**src/rtl/be_native_mem.sv**
```systemverilog
`default_nettype none
// ============================================================================
// be_native_mem : native-interface memory responder with byte-strobed writes
//                 and fixed read/write latency. Optional BE_MEM_PREFETCH_EN
//                 adds a one-word sequential prefetch buffer.
// Revision      : 1.0
// ============================================================================
module be_native_mem #(
   parameter int BE_ADDR_W  = 8,
   parameter int BE_DATA_W  = 8,
   parameter int MEM_ADDR_W = 6,
   parameter int READ_LAT   = 2,
   parameter int WRITE_LAT  = 1
) (
   input  logic                   clk,
   input  logic                   reset,
   input  logic                   mem_valid,
   input  logic [BE_ADDR_W-1:0]   mem_addr,
   input  logic [BE_DATA_W-1:0]   mem_wdata,
   input  logic [BE_DATA_W/8-1:0] mem_wstrb,
   output logic [BE_DATA_W-1:0]   mem_rdata,
   output logic                   mem_ready,
   output logic                   busy
);

   localparam int NB        = BE_DATA_W / 8;
   localparam int BE_BYTE_W = $clog2(NB);
   localparam int DEPTH     = 2 ** MEM_ADDR_W;
   localparam int MAX_LAT   = (READ_LAT > WRITE_LAT) ? READ_LAT : WRITE_LAT;
   localparam int CNT_W     = $clog2(MAX_LAT + 1);
   localparam logic [CNT_W-1:0] C_RD_LOAD = CNT_W'(READ_LAT - 1);
   localparam logic [CNT_W-1:0] C_WR_LOAD = CNT_W'(WRITE_LAT - 1);

   typedef enum logic [1:0] {
      S_IDLE = 2'd0,
      S_WAIT = 2'd1,
      S_RESP = 2'd2
   } state_t;

   state_t                r_state;
   logic [MEM_ADDR_W-1:0] r_idx;
   logic [BE_DATA_W-1:0]  r_wdata;
   logic [NB-1:0]         r_wstrb;
   logic [CNT_W-1:0]      r_cnt;
   logic [BE_DATA_W-1:0]  r_rdata;
   logic                  r_ready;
   logic [BE_DATA_W-1:0]  r_mem [DEPTH];

   logic [MEM_ADDR_W-1:0] w_idx_in;
   logic [MEM_ADDR_W-1:0] w_idx_nxt;
   logic                  w_is_wr_in;
   logic                  w_is_wr;
   logic [CNT_W-1:0]      w_load;
   logic                  w_pf_hit;
   logic [BE_DATA_W-1:0]  w_pf_data;
   logic                  w_unused;

   assign w_idx_in   = mem_addr[BE_BYTE_W +: MEM_ADDR_W];
   assign w_idx_nxt  = r_idx + MEM_ADDR_W'(1);
   assign w_is_wr_in = |mem_wstrb;
   assign w_is_wr    = |r_wstrb;
   assign w_load     = w_is_wr_in ? C_WR_LOAD : C_RD_LOAD;
   assign w_unused   = &{1'b0, mem_addr};

`ifdef BE_MEM_PREFETCH_EN
   logic                  r_pf_valid;
   logic [MEM_ADDR_W-1:0] r_pf_index;
   logic [BE_DATA_W-1:0]  r_pf_data;

   assign w_pf_hit  = r_pf_valid && !w_is_wr_in && (w_idx_in == r_pf_index);
   assign w_pf_data = r_pf_data;
`else
   assign w_pf_hit  = 1'b0;
   assign w_pf_data = '0;
`endif

   always_ff @(posedge clk or negedge reset) begin
      if (!reset) begin
         r_state <= S_IDLE;
         r_idx   <= '0;
         r_wdata <= '0;
         r_wstrb <= '0;
         r_cnt   <= '0;
         r_rdata <= '0;
         r_ready <= 1'b0;
`ifdef BE_MEM_PREFETCH_EN
         r_pf_valid <= 1'b0;
         r_pf_index <= '0;
         r_pf_data  <= '0;
`endif
      end else begin
         r_ready <= 1'b0;
         case (r_state)
            S_IDLE: begin
               if (mem_valid) begin
                  r_idx   <= w_idx_in;
                  r_wdata <= mem_wdata;
                  r_wstrb <= mem_wstrb;
                  if (w_pf_hit) begin
                     r_cnt   <= '0;
                     r_state <= S_RESP;
                     r_ready <= 1'b1;
                     r_rdata <= w_pf_data;
                  end else if (w_load == '0) begin
                     r_cnt   <= '0;
                     r_state <= S_RESP;
                     r_ready <= 1'b1;
                     if (!w_is_wr_in) r_rdata <= r_mem[w_idx_in];
                  end else begin
                     r_cnt   <= w_load;
                     r_state <= S_WAIT;
                  end
               end
            end
            S_WAIT: begin
               r_cnt <= r_cnt - CNT_W'(1);
               if (r_cnt == CNT_W'(1)) begin
                  r_state <= S_RESP;
                  r_ready <= 1'b1;
                  if (!w_is_wr) r_rdata <= r_mem[r_idx];
               end
            end
            S_RESP: begin
               r_state <= S_IDLE;
`ifdef BE_MEM_PREFETCH_EN
               // Every read primes the buffer with the following word; a write
               // to the buffered word invalidates it regardless of strobes.
               if (!w_is_wr) begin
                  r_pf_valid <= 1'b1;
                  r_pf_index <= w_idx_nxt;
                  r_pf_data  <= r_mem[w_idx_nxt];
               end else if (r_idx == r_pf_index) begin
                  r_pf_valid <= 1'b0;
               end
`endif
            end
            default: r_state <= S_IDLE;
         endcase
      end
   end

   // Writes commit on the edge leaving RESP; an aborted write never gets here.
   always_ff @(posedge clk) begin
      if (r_state == S_RESP && w_is_wr) begin
         for (int b = 0; b < NB; b++) begin
            if (r_wstrb[b]) r_mem[r_idx][8*b +: 8] <= r_wdata[8*b +: 8];
         end
      end
   end

   assign mem_rdata = r_rdata;
   assign mem_ready = r_ready;
   assign busy      = (r_state != S_IDLE);

endmodule
`default_nettype wire

```
**config.mk**
```make
export PLATFORM = sky130hd
export DESIGN_NAME = be_native_mem
export DESIGN_NICKNAME = d
export VERILOG_FILES = /design/src/rtl/be_native_mem.sv
export SDC_FILE = /design/constraint.sdc
export NUM_CORES = 1
export LEC_CHECK = 0
export BUFFER_PORTS_ARGS = -buffer_cell sky130_fd_sc_hd__buf_4
export CELL_PAD_IN_SITES_DETAIL_PLACEMENT = 1
export CELL_PAD_IN_SITES_GLOBAL_PLACEMENT = 2
export CORE_MARGIN = 1.5
export CORE_UTILIZATION = 52
export DETAILED_ROUTE_END_ITERATION = 6
export HOLD_SLACK_MARGIN = 0.15
export PLACE_DENSITY = 0.81
export SETUP_SLACK_MARGIN = 0.3
export SYNTH_ARGS = -nofsm -noshare
export SYNTH_HDL_FRONTEND = slang
export SYNTH_SLANG_ARGS = --single-unit
```
**constraint.sdc**
```tcl
create_clock -name clk -period 5.2 [get_ports clk]
set_clock_uncertainty 0.15 [all_clocks]
set_input_delay 0.52 -clock clk [delete_from_list [all_inputs] [get_ports clk]]
set_output_delay 0.52 -clock clk [all_outputs]
set_load 0.03 [all_outputs]
```
==> results of run 1 <==
==> Yosys cell counts (4+ instances only) <==
cell	count
mux2i_1	86
nand3_1	13
a221o_1	6
buf_1	4
mux4_2	46
a32oi_1	4
a211oi_1	4
mux2_2	40
a222oi_1	4
nor2b_1	7
dfrtp_1	28
o211ai_1	5
a31oi_1	8
a21oi_1	32
inv_1	6
edfxtp_1	512
a22oi_1	36
buf_2	29
nor2_1	105
a221oi_1	34
o22ai_1	14
buf_4	12
nand2_1	36
o21ai_0	28
clkbuf_1	29
==> cell families after synthesis <==
| group | after synthesis | synth area share, % |
|---|---|---|
| DFF | 540 | 76.13 |
| adders and majority gates | 1 | 0.05924 |
| buffers and inverters | 81 | 1.860 |
| muxes | 173 | 11.19 |
| AOI/OAI and AO/OA | 201 | 6.820 |
| and+or+nand+nor | 188 | 3.946 |
==> state kept, by name (all words and copies together) (netlist names) <==
register,flops
mem_rdata,8
mem_ready,1
r_cnt,2
r_idx,6
r_mem,512
r_state,2
r_wdata,8
r_wstrb,1
==> layout make-up <==
cell class,instances,area [µm²]
Clock buffer,82,1620
Clock inverter,17,157.7
Fill cell,3431,16110
Inverter,6,22.52
Multi-Input combinational cell,563,4651
Sequential cell,540,16100
Tap cell,525,656.9
Timing Repair Buffer,72,595.6
==> stage by stage <==
step	total power [W]	hold WS, ns	util (%)
6_report	0.01394	0.2482	59.63
5_1_grt	0.01435	0.2919	59.63
4_1_cts	0.01395	0.2407	59.63
3_5_place_dp	0.01007	0.3461	54.75
3_3_place_gp	0.009917	0.3414	54.75
2_1_floorplan	0.008403	0.07441	-
==> worst max-delay path, cell delays in order, from the launching register on <==
cell	delay, ns
dfrtp_4	0.68
inv_1	0.09
buf_4	0.23
nor3_1	0.58
nand2_1	0.59
nor2_1	1.00
==> per-layer routing <==
layer / track usage (%) / vias up / wire (µm)
met5: 0 / - / 0
li1: - / 4879 / -
met2: 45.19 / 535 / 27890
met4: 10.14 / 0 / 2082
met1: 37.74 / 6110 / 23070
met3: 7.222 / 130 / 4895
==> how the worst max path moves through the flow <==
stage | start | to | cells past startpoint
floorplan | r_idx[2]$_DFFE_PN0P_ | r_mem[40][0]$_DFFE_PP_ | 8
global placement | r_idx[2]$_DFFE_PN0P_ | mem_rdata[0]$_DFFE_PN0P_ | 8
detailed placement | r_idx[2]$_DFFE_PN0P_ | mem_rdata[0]$_DFFE_PN0P_ | 8
CTS | r_idx[2]$_DFFE_PN0P_ | mem_rdata[0]$_DFFE_PN0P_ | 8
global route | r_idx[2]$_DFFE_PN0P_ | mem_rdata[0]$_DFFE_PN0P_ | 8
finish | r_idx[2]$_DFFE_PN0P_ | r_mem[47][0]$_DFFE_PP_ | 5
==> report_power, final <==
part           leakage [nW]  internal, W  switching [W]
clock                 0.876      0.00229        0.00164
combinational          1.87      0.00133        0.00248
sequential             4.92      0.00556       0.000654
==> flow_summary.toml, run 1 <==
[final_layout]
antennaDiodeCount = 0
final_common_cell = "edfxtp_1"
post_route_cells_drive_above_1_share_pct = 18.83
final_area_um2 = 23800
nets = 1258
fin_cells = 1805
final_cell_mix = "edfxtp_1, nor2_1, mux2i_1"
areaGrowthSynthToFinish_pct = 12.71

[floorplanning]
dieArea_um2 = 41830
initial_core_util_pct = 52.90
die_y_um = 204.5
die_x_um = 204.5
num_rows = 73
core_area_um2 = 39910
num_io_pins = 30

[cts]
cts.sinks = 540
worstSkewPairLatency_ns = 0.61
post_cts.repair.setup_buffers = 0
cts_hold_buffers = 17
numCtsBuffers = 54
root_buffer = "clkbuf_16"
cts_tree = "built"
htreeDepth = 2
clkSlewWorstSetupHoldPaths_ns = 0.06
cts_resized = 0
clk_path_buf_depth = 3

[logic_synthesis]
synth_ff_type = "edfxtp_1"
synth.top_cells.by_area = "edfxtp_1, mux4_2, mux2i_1, dfrtp_1, mux2_2"
yosysTopAreaCell = "edfxtp_1"
syn_area_per_cell_um2 = 17.83
synth-edff-count = 512
mappedNetlistArea_um2 = 21120
yosys_warnings = 0
async_flop_share_pct = 5.185
syn_nets = 1205
ys_types = 57
ys_ff_latch = 540
synth-seq-area-share_pct = 76.13
yosysTopAreaCellShare_pct = 72.81
syn_inst = 1184

[timing]
hold_viol_final = 0
tightest_slew_ns = 1.273
layout_setup_ws_ns = 1.480
setup_viol = 0
timing.final.crit_share_pct = 71.55
relSlewSlack_pct = 15.17
timing.setup.tns_ns = 0
fmax_ghz = 0.2688
slew_violations = 0
period_minus_slack_ns = 3.721
rsz0062_at_grt = "no"

[status]
status = "finished, final reports clean"

[detailed_routing]
wl_per_cell_um = 32.10
vias = 11650
wl_um = 57940
vias_per_cell = 6.457
first_pass_iters = 5
drc = 0
ant_nets = 0
drt_iter0_drc = 1295

[critical_path]
critPathLaunchType = "flop"
crit_path_end_kind = "flop"
arrival_ns = 3.78
crit_type = "reg -> reg"
cp_data_required_time_ns = 5.26
r2r_cells = 5
r2r_end = "r_mem[47][0]$_DFFE_PP_"
crit_fanout = 22
rr_startpoint = "r_idx[2]$_DFFE_PN0P_"
rrSetupSlack_ns = 1.48

[global_routing]
grt_use_total_pct = 28.25
grt_max_degree = 122
grt_pass1_wl_um = 83010
overflow = 0
grt_pass1_vias = 12080
antenna_found_initial = 0

[pwr]
leakage_nw = 7.673
power_density_nw_per_um2 = 585.9
vdd_drop_max_mv = 0.3224

[place]
dp_hpwl_um = 33980
place_congestion = 0.8336
placed_cell_area_um2 = 21850
place_ws_ns = 1.499
io_buffers = 27
post-place-cells = 1689

[run]
max_cap_viol_count = 0

[hold_path]
hold_class = "in -> async"
No activity file was read; power rests on OpenSTA's default activity.
==> run 2, diff against run 1 <==
- ABC_AREA: default -> 1
- CORE_UTILIZATION: 52 -> 38
- PLACE_DENSITY: 0.81 -> 0.73
- clock period: 5.2 -> 3.1 ns (I/O delays scaled with it)
==> run 2 against run 1 <==
  * Sequential share of layout area fell by 7.7 points
  * Die area rose by 48%
  * Count of clock-buffer cells in the layout fell by 7
  * Clock power rose by 77%
  * Setup slack got worse by 0.93 ns
  * Core utilization fell by 14 points
  * Largest cell class unchanged
  * Largest power group unchanged
==> flow_summary.toml, run 2 <==
[status]
status = "finished, final reports clean"

[logic_synthesis]
synthAdderAreaFrac_pct = 0.05454
async_flop_share_pct = 5.185
synth_simple_gate_area_share_pct = 26.48
syn_inst = 2228
synth_common_cells = "nand2_1, edfxtp_1, nor2_1"
yosysTopAreaCell = "edfxtp_1"
synth_ff_type = "edfxtp_1"
synth-edff-count = 512
mappedNetlistArea_um2 = 22940
ys_ff_latch = 540
yosysMostFrequentCell = "nand2_1"
yosys_warnings = 0
syn_area_per_cell_um2 = 10.30
ys_types = 19
synth_top_family_by_area = "simple AND/OR/NAND/NOR gates"
synth_mux_area_share_pct = 0
synth-seq-area-share_pct = 70.07
yosysTopAreaCellShare_pct = 67.02
synth-xor-area-share_pct = 0
synth.top_cells.by_area = "edfxtp_1, nand2_1, dfrtp_1, nand4_1, nor2_1"
syn_nets = 2249
synth_compound_area_share_pct = 0.2563

[detailed_routing]
first_pass_iters = 5
wl_met2_um = 32320
vias = 16040
wl_per_cell_um = 21.12
wl_um = 66910
drt_iter0_drc = 992
met1_length_um = 30030
vias_per_cell = 5.062
drc = 0
ant_nets = 0
top_layer = "met4"
wl_met3_um = 2612

[final_layout]
final_common_cell = "nand2_1"
post_route_cells_drive_above_1_share_pct = 10.73
nets = 2369
nFillCells = 6495
largest-register = "r_mem"
areaGrowthSynthToFinish_pct = 17.04
fin_cells = 3168
largest_reg_flops = 512
final_cell_mix = "nand2_1, edfxtp_1, buf_4"
antennaDiodeCount = 0

[place]
place_congestion = 0.8074
post-place-cells = 3032
io_buffers = 27
dp_hpwl_um = 40640

[critical_path]
path_common_cell = "nand2_1"
rrSetupSlack_ns = 0.55
critical_path.top_delay_family = "simple AND/OR/NAND/NOR gates"
r2r_end = "mem_rdata[0]$_DFFE_PN0P_"
cpMaxStageDelayCell = "dfrtp_4"
r2r_cells = 13
path_buf_inv = 1
crit_type = "reg -> reg"
critPathLaunchType = "flop"
arrival_ns = 2.95
crit_path_end_kind = "flop"
path_cells = "buf_12 > nand2_1 > nand2_1 > nand2_1 > nand2_1 > nand2_1 > nand2_1 > nand2_1 > nand2_1 > nor2_1 > nand2_1 > nand2_1 > nand2_1"
cp_data_required_time_ns = 3.50
rr_startpoint = "r_idx[0]$_DFFE_PN0P_"
crit_fanout = 126
max_stage_delay_ns = 0.52

[cts]
root_buffer = "clkbuf_16"
cts.sinks = 540
clk_path_buf_depth = 3
htreeDepth = 2
clkSlewWorstSetupHoldPaths_ns = 0.05
numCtsBuffers = 58
post_cts.repair.setup_buffers = 0
worstSkewPairLatency_ns = 0.62
cts_tree = "built"

[global_routing]
grt_use_total_pct = 21.90
grt_pass1_vias = 16920
antenna_found_initial = 0
grt_pass1_wl_um = 103100
grt_max_degree = 127
overflow = 0

[timing]
timing.final.crit_share_pct = 82.39
hold_viol_final = 0
whs_ns = 0.3326
period_minus_slack_ns = 2.554
rsz0062_at_grt = "no"
tightest_slew_ns = 0.8683
fmax_ghz = 0.3915
timing.setup.tns_ns = 0
setup_viol = 0
relSlewSlack_pct = 42.11
slew_violations = 0

[floorplanning]
die_x_um = 248.7
initial_core_util_pct = 38.65
die_y_um = 248.7
num_rows = 89
dieArea_um2 = 61850
num_io_pins = 30
core_area_um2 = 59350

[hold_path]
hp-start = "mem_rdata[3]$_DFFE_PN0P_"
hold_class = "reg -> reg"
whs_endpoint = "mem_rdata[3]$_DFFE_PN0P_"
holdPathStages = 2

[pwr]
power_density_nw_per_um2 = 950.9
comb_power_share_pct = 33.8
p_seq_share_pct = 39.1
internal_power_w = 0.01559
leakage_nw = 11.18
vdd_drop_max_mv = 0.6396
p_clk_share_pct = 27.1
swShare_pct = 38.96
power.switching_w = 0.009946

[run]
max_cap_viol_count = 0
run 2: cell count changes after synthesis, sizes merged, moves of 41 or more:
cell,change
buf,+57
mux2,-41
mux2i,-86
mux4,-46
nand2,+1274
nand4,+106
run 2: kinds of logic (layout without fill, tap and decap cells):
logic type	count (synthesis)	in the layout
AOI/OAI and AO/OA	11	11
DFF	540	540
and+or+nand+nor	1536	1536
buffers and inverters	140	307
adders and majority gates	1	1
run 2: how the worst max path moves through the flow:
stage,from,to,slack [ns],depth (start not counted)
6_report,r_idx[0]$_DFFE_PN0P_,mem_rdata[0]$_DFFE_PN0P_,0.55,13
2_1_floorplan,r_idx[2]$_DFFE_PN0P_,r_mem[0][0]$_DFFE_PP_,0.96,6
5_1_grt,r_idx[0]$_DFFE_PN0P_,mem_rdata[0]$_DFFE_PN0P_,0.34,14
4_1_cts,r_idx[0]$_DFFE_PN0P_,mem_rdata[0]$_DFFE_PN0P_,0.56,14
3_5_place_dp,r_idx[0]$_DFFE_PN0P_,mem_rdata[0]$_DFFE_PN0P_,0.58,14
3_3_place_gp,r_idx[0]$_DFFE_PN0P_,mem_rdata[0]$_DFFE_PN0P_,0.56,14
run 2: final cells by class:
cell class / instances / area (µm²) / share of cell area, %
Tap cell: 773 / 967.2 / 3.602
Multi-Input combinational cell: 1548 / 6147 / 22.89
Inverter: 20 / 87.58 / 0.3262
Sequential cell: 540 / 16100 / 59.95
Clock buffer: 75 / 1619 / 6.030
Timing Repair Buffer: 180 / 1659 / 6.179
Clock inverter: 32 / 272.8 / 1.016
run 2: per-stage QoR:
step,area (µm²),total power (W),worst slack [ns],utilization [%]
after global placement,24660,0.01853,0.5583,41.54
after CTS,26850,0.02586,0.5592,45.24
after floorplan,22940,0.01503,0.9617,-
after global routing,26850,0.02700,0.3414,45.24
after detailed placement,24660,0.01874,0.5789,41.54
final,26850,0.02553,0.5460,45.24
run 2: power groups by stage:
stage	clock network, W	logic [W]	registers [W]
finish	0.00693	0.00863	0.00997
global route	0.00735	0.00963	0.0100
detailed placement	0	0.00861	0.0101
global placement	0	0.00844	0.0101
CTS	0.00710	0.00877	0.00999
floorplan	0	0.00502	0.0100
run 2: metal layers:
metal,GRT usage [%],vias up
met3,2.989,107
met5,0,-
met4,7.046,0
met2,36.85,252
li1,-,7611
met1,29.33,8066
run 2: worst min-delay path, delay by kind of cell (launching register included):
| family | cells | cell delay, ns |
|---|---|---|
| DFF | 1 | 0.34 |
| and+or+nand+nor | 2 | 0.10 |
run 2: repair_timing:
| item | CTS | global route |
|---|---|---|
| endpoints found under the hold margin | 48 | 0 |
| resized for setup | 0 | 0 |
| hold buffers | 29 | 0 |
==> run 3, diff against run 2 <==
- clock period: 3.1 -> 2.1 ns (I/O delays scaled with it)
==> run 3 against run 2 <==
  * The run now ends with setup timing left
  * Global-route usage increased by 0.40 points
  * Sequential share of layout area decreased by 2.8 points
  * First-iteration DRC count increased by 0.81%
  * Cell count increased by 2.5%
  * Via count increased by 1.4%
  * Setup slack got worse by 0.67 ns
  * Count of clock-buffer cells in the layout increased by 3
  * Non-clock buffer count increased by 78
  * Sequential power increased by 41%
  * Hold slack got worse by 0.15 ns
  * Clock power increased by 50%
==> flow_summary.toml, run 3 (synthesis results as in run 2) <==
[place]
place_congestion = 0.8432
io_buffers = 27
dp_hpwl_um = 42950
post-place-cells = 3107

[cts]
htreeDepth = 2
cts.sinks = 540
root_buffer = "clkbuf_16"
clkSlewWorstSetupHoldPaths_ns = 0.06
worstSkewPairLatency_ns = 0.61
numCtsBuffers = 58
cts_tree = "built"
clk_path_buf_depth = 3

[timing]
hold_viol_final = 0
timing.setup.tns_ns = -5.478
period_minus_slack_ns = 2.223
relSlewSlack_pct = 57.81
layout_setup_ws_ns = -0.1230
slew_violations = 0
setup_viol = 113
rsz0062_at_grt = "yes"
timing.final.crit_share_pct = 105.9
fmax_ghz = 0.4498
tightest_slew_ns = 0.6329

[final_layout]
antennaDiodeCount = 0
largest_reg_flops = 512
post_route_cells_drive_above_1_share_pct = 15.96
largest-register = "r_mem"
fin_cells = 3248
final_common_cell = "nand2_1"
nets = 2447
final_cell_mix = "nand2_1, edfxtp_1, buf_4"
areaGrowthSynthToFinish_pct = 22.70

[status]
status = "finished, violations left"
violations = "setup timing"

[global_routing]
grt_pass1_vias = 16940
grt_max_degree = 77
grt_pass1_wl_um = 104400
overflow = 0
antenna_found_initial = 0
grt_use_total_pct = 22.30

[pwr]
totalPowerFinal_w = 0.03999
power_density_nw_per_um2 = 1421
leakage_nw = 11.75
vdd_drop_max_mv = 0.7925

[floorplanning]
core_area_um2 = 59350
num_io_pins = 30
initial_core_util_pct = 38.65
die_x_um = 248.7
die_y_um = 248.7
dieArea_um2 = 61850
num_rows = 89

[run]
max_cap_viol_count = 0

[critical_path]
arrival_ns = 2.39
crit_fanout = 17
crit_type = "reg -> reg"
crit_path_end_kind = "flop"
critPathLaunchType = "flop"
cp_data_required_time_ns = 2.27

[detailed_routing]
drc = 0
vias = 16270
first_pass_iters = 4
drt_iter0_drc = 1000
ant_nets = 0
wl_um = 69160
vias_per_cell = 5.008
wl_per_cell_um = 21.29

[hold_path]
hold_class = "in -> reg"
run 3: worst max-delay path, cell delays in order, from the launching register on:
cell and delay, ns:
dfrtp_4 0.53, buf_12 0.22, buf_16 0.18, nand4_1 0.15, buf_4 0.20, buf_4 0.17, nor2_1 0.13, buf_6 0.17
run 3: what timing repair did:
item | 4_1_cts | 5_1_grt
resized for setup | 47 | 56
setup endpoints to repair | 522 | 527
hold buffers | 19 | 0
cloned | 2 | 2
buffers inserted | 7 | 2
hold endpoints to repair | 48 | 0
pin swaps | 4 | 1
run 3: per-layer routing:
metal  up-vias  wire [µm]  global-route usage (%)  share of wire, %
li1       7785          -                       -                 -
met1      8125      32210                   30.98                47
met2       252      32940                   36.96                48
met3       103       2161                   2.341               3.1
met4         0       1841                   6.748               2.7
met5         -          0                       0                 0
run 3: through the flow:
step	setup WS [ns]	utilization [%]	hold slack, ns	cell area [µm²]
2_1_floorplan	0.04923	-	-0.2356	23030
3_3_place_gp	-0.4637	42.96	0.01707	25500
3_5_place_dp	-0.4668	42.96	0.02287	25500
4_1_cts	-0.07986	47.01	0.1568	27900
5_1_grt	-0.1839	47.43	0.1791	28150
6_report	-0.1230	47.43	0.1843	28150
run 3: final cells by class:
cell class | count | area [µm²]
inverters | 20 | 92.59
clock inverters | 31 | 351.6
multi-input cells | 1548 | 6335
fillers | 6424 | 31200
clock buffers | 78 | 1568
well taps | 773 | 967.2
repair buffers | 258 | 2740
flip-flops and latches | 540 | 16090
run 3: worst paths after layout:
kind                                       from                      to  slack (ns)  cells after the start
max in group asynchronous                 reset    r_idx[0]$_DFFE_PN0P_        1.09                      4
setup reg to reg           r_idx[0]$_DFFE_PN0P_  r_mem[47][6]$_DFFE_PP_       -0.12                      7
hold reg to reg            r_cnt[1]$_DFFE_PN0P_    r_cnt[1]$_DFFE_PN0P_        0.37                      2
hold / removal                     mem_wdata[4]  r_wdata[4]$_DFFE_PN0P_        0.18                      4
setup / recovery           r_idx[0]$_DFFE_PN0P_  r_mem[47][6]$_DFFE_PP_       -0.12                      7
min in group asynchronous                 reset  r_wdata[3]$_DFFE_PN0P_        0.51                      4
run 3: report_power, final:
part | internal (W) | switching, W
Combinational | 0.00494 | 0.0105
Sequential | 0.0136 | 0.000536
Clock | 0.00619 | 0.00423
Total | 0.0247 | 0.0153
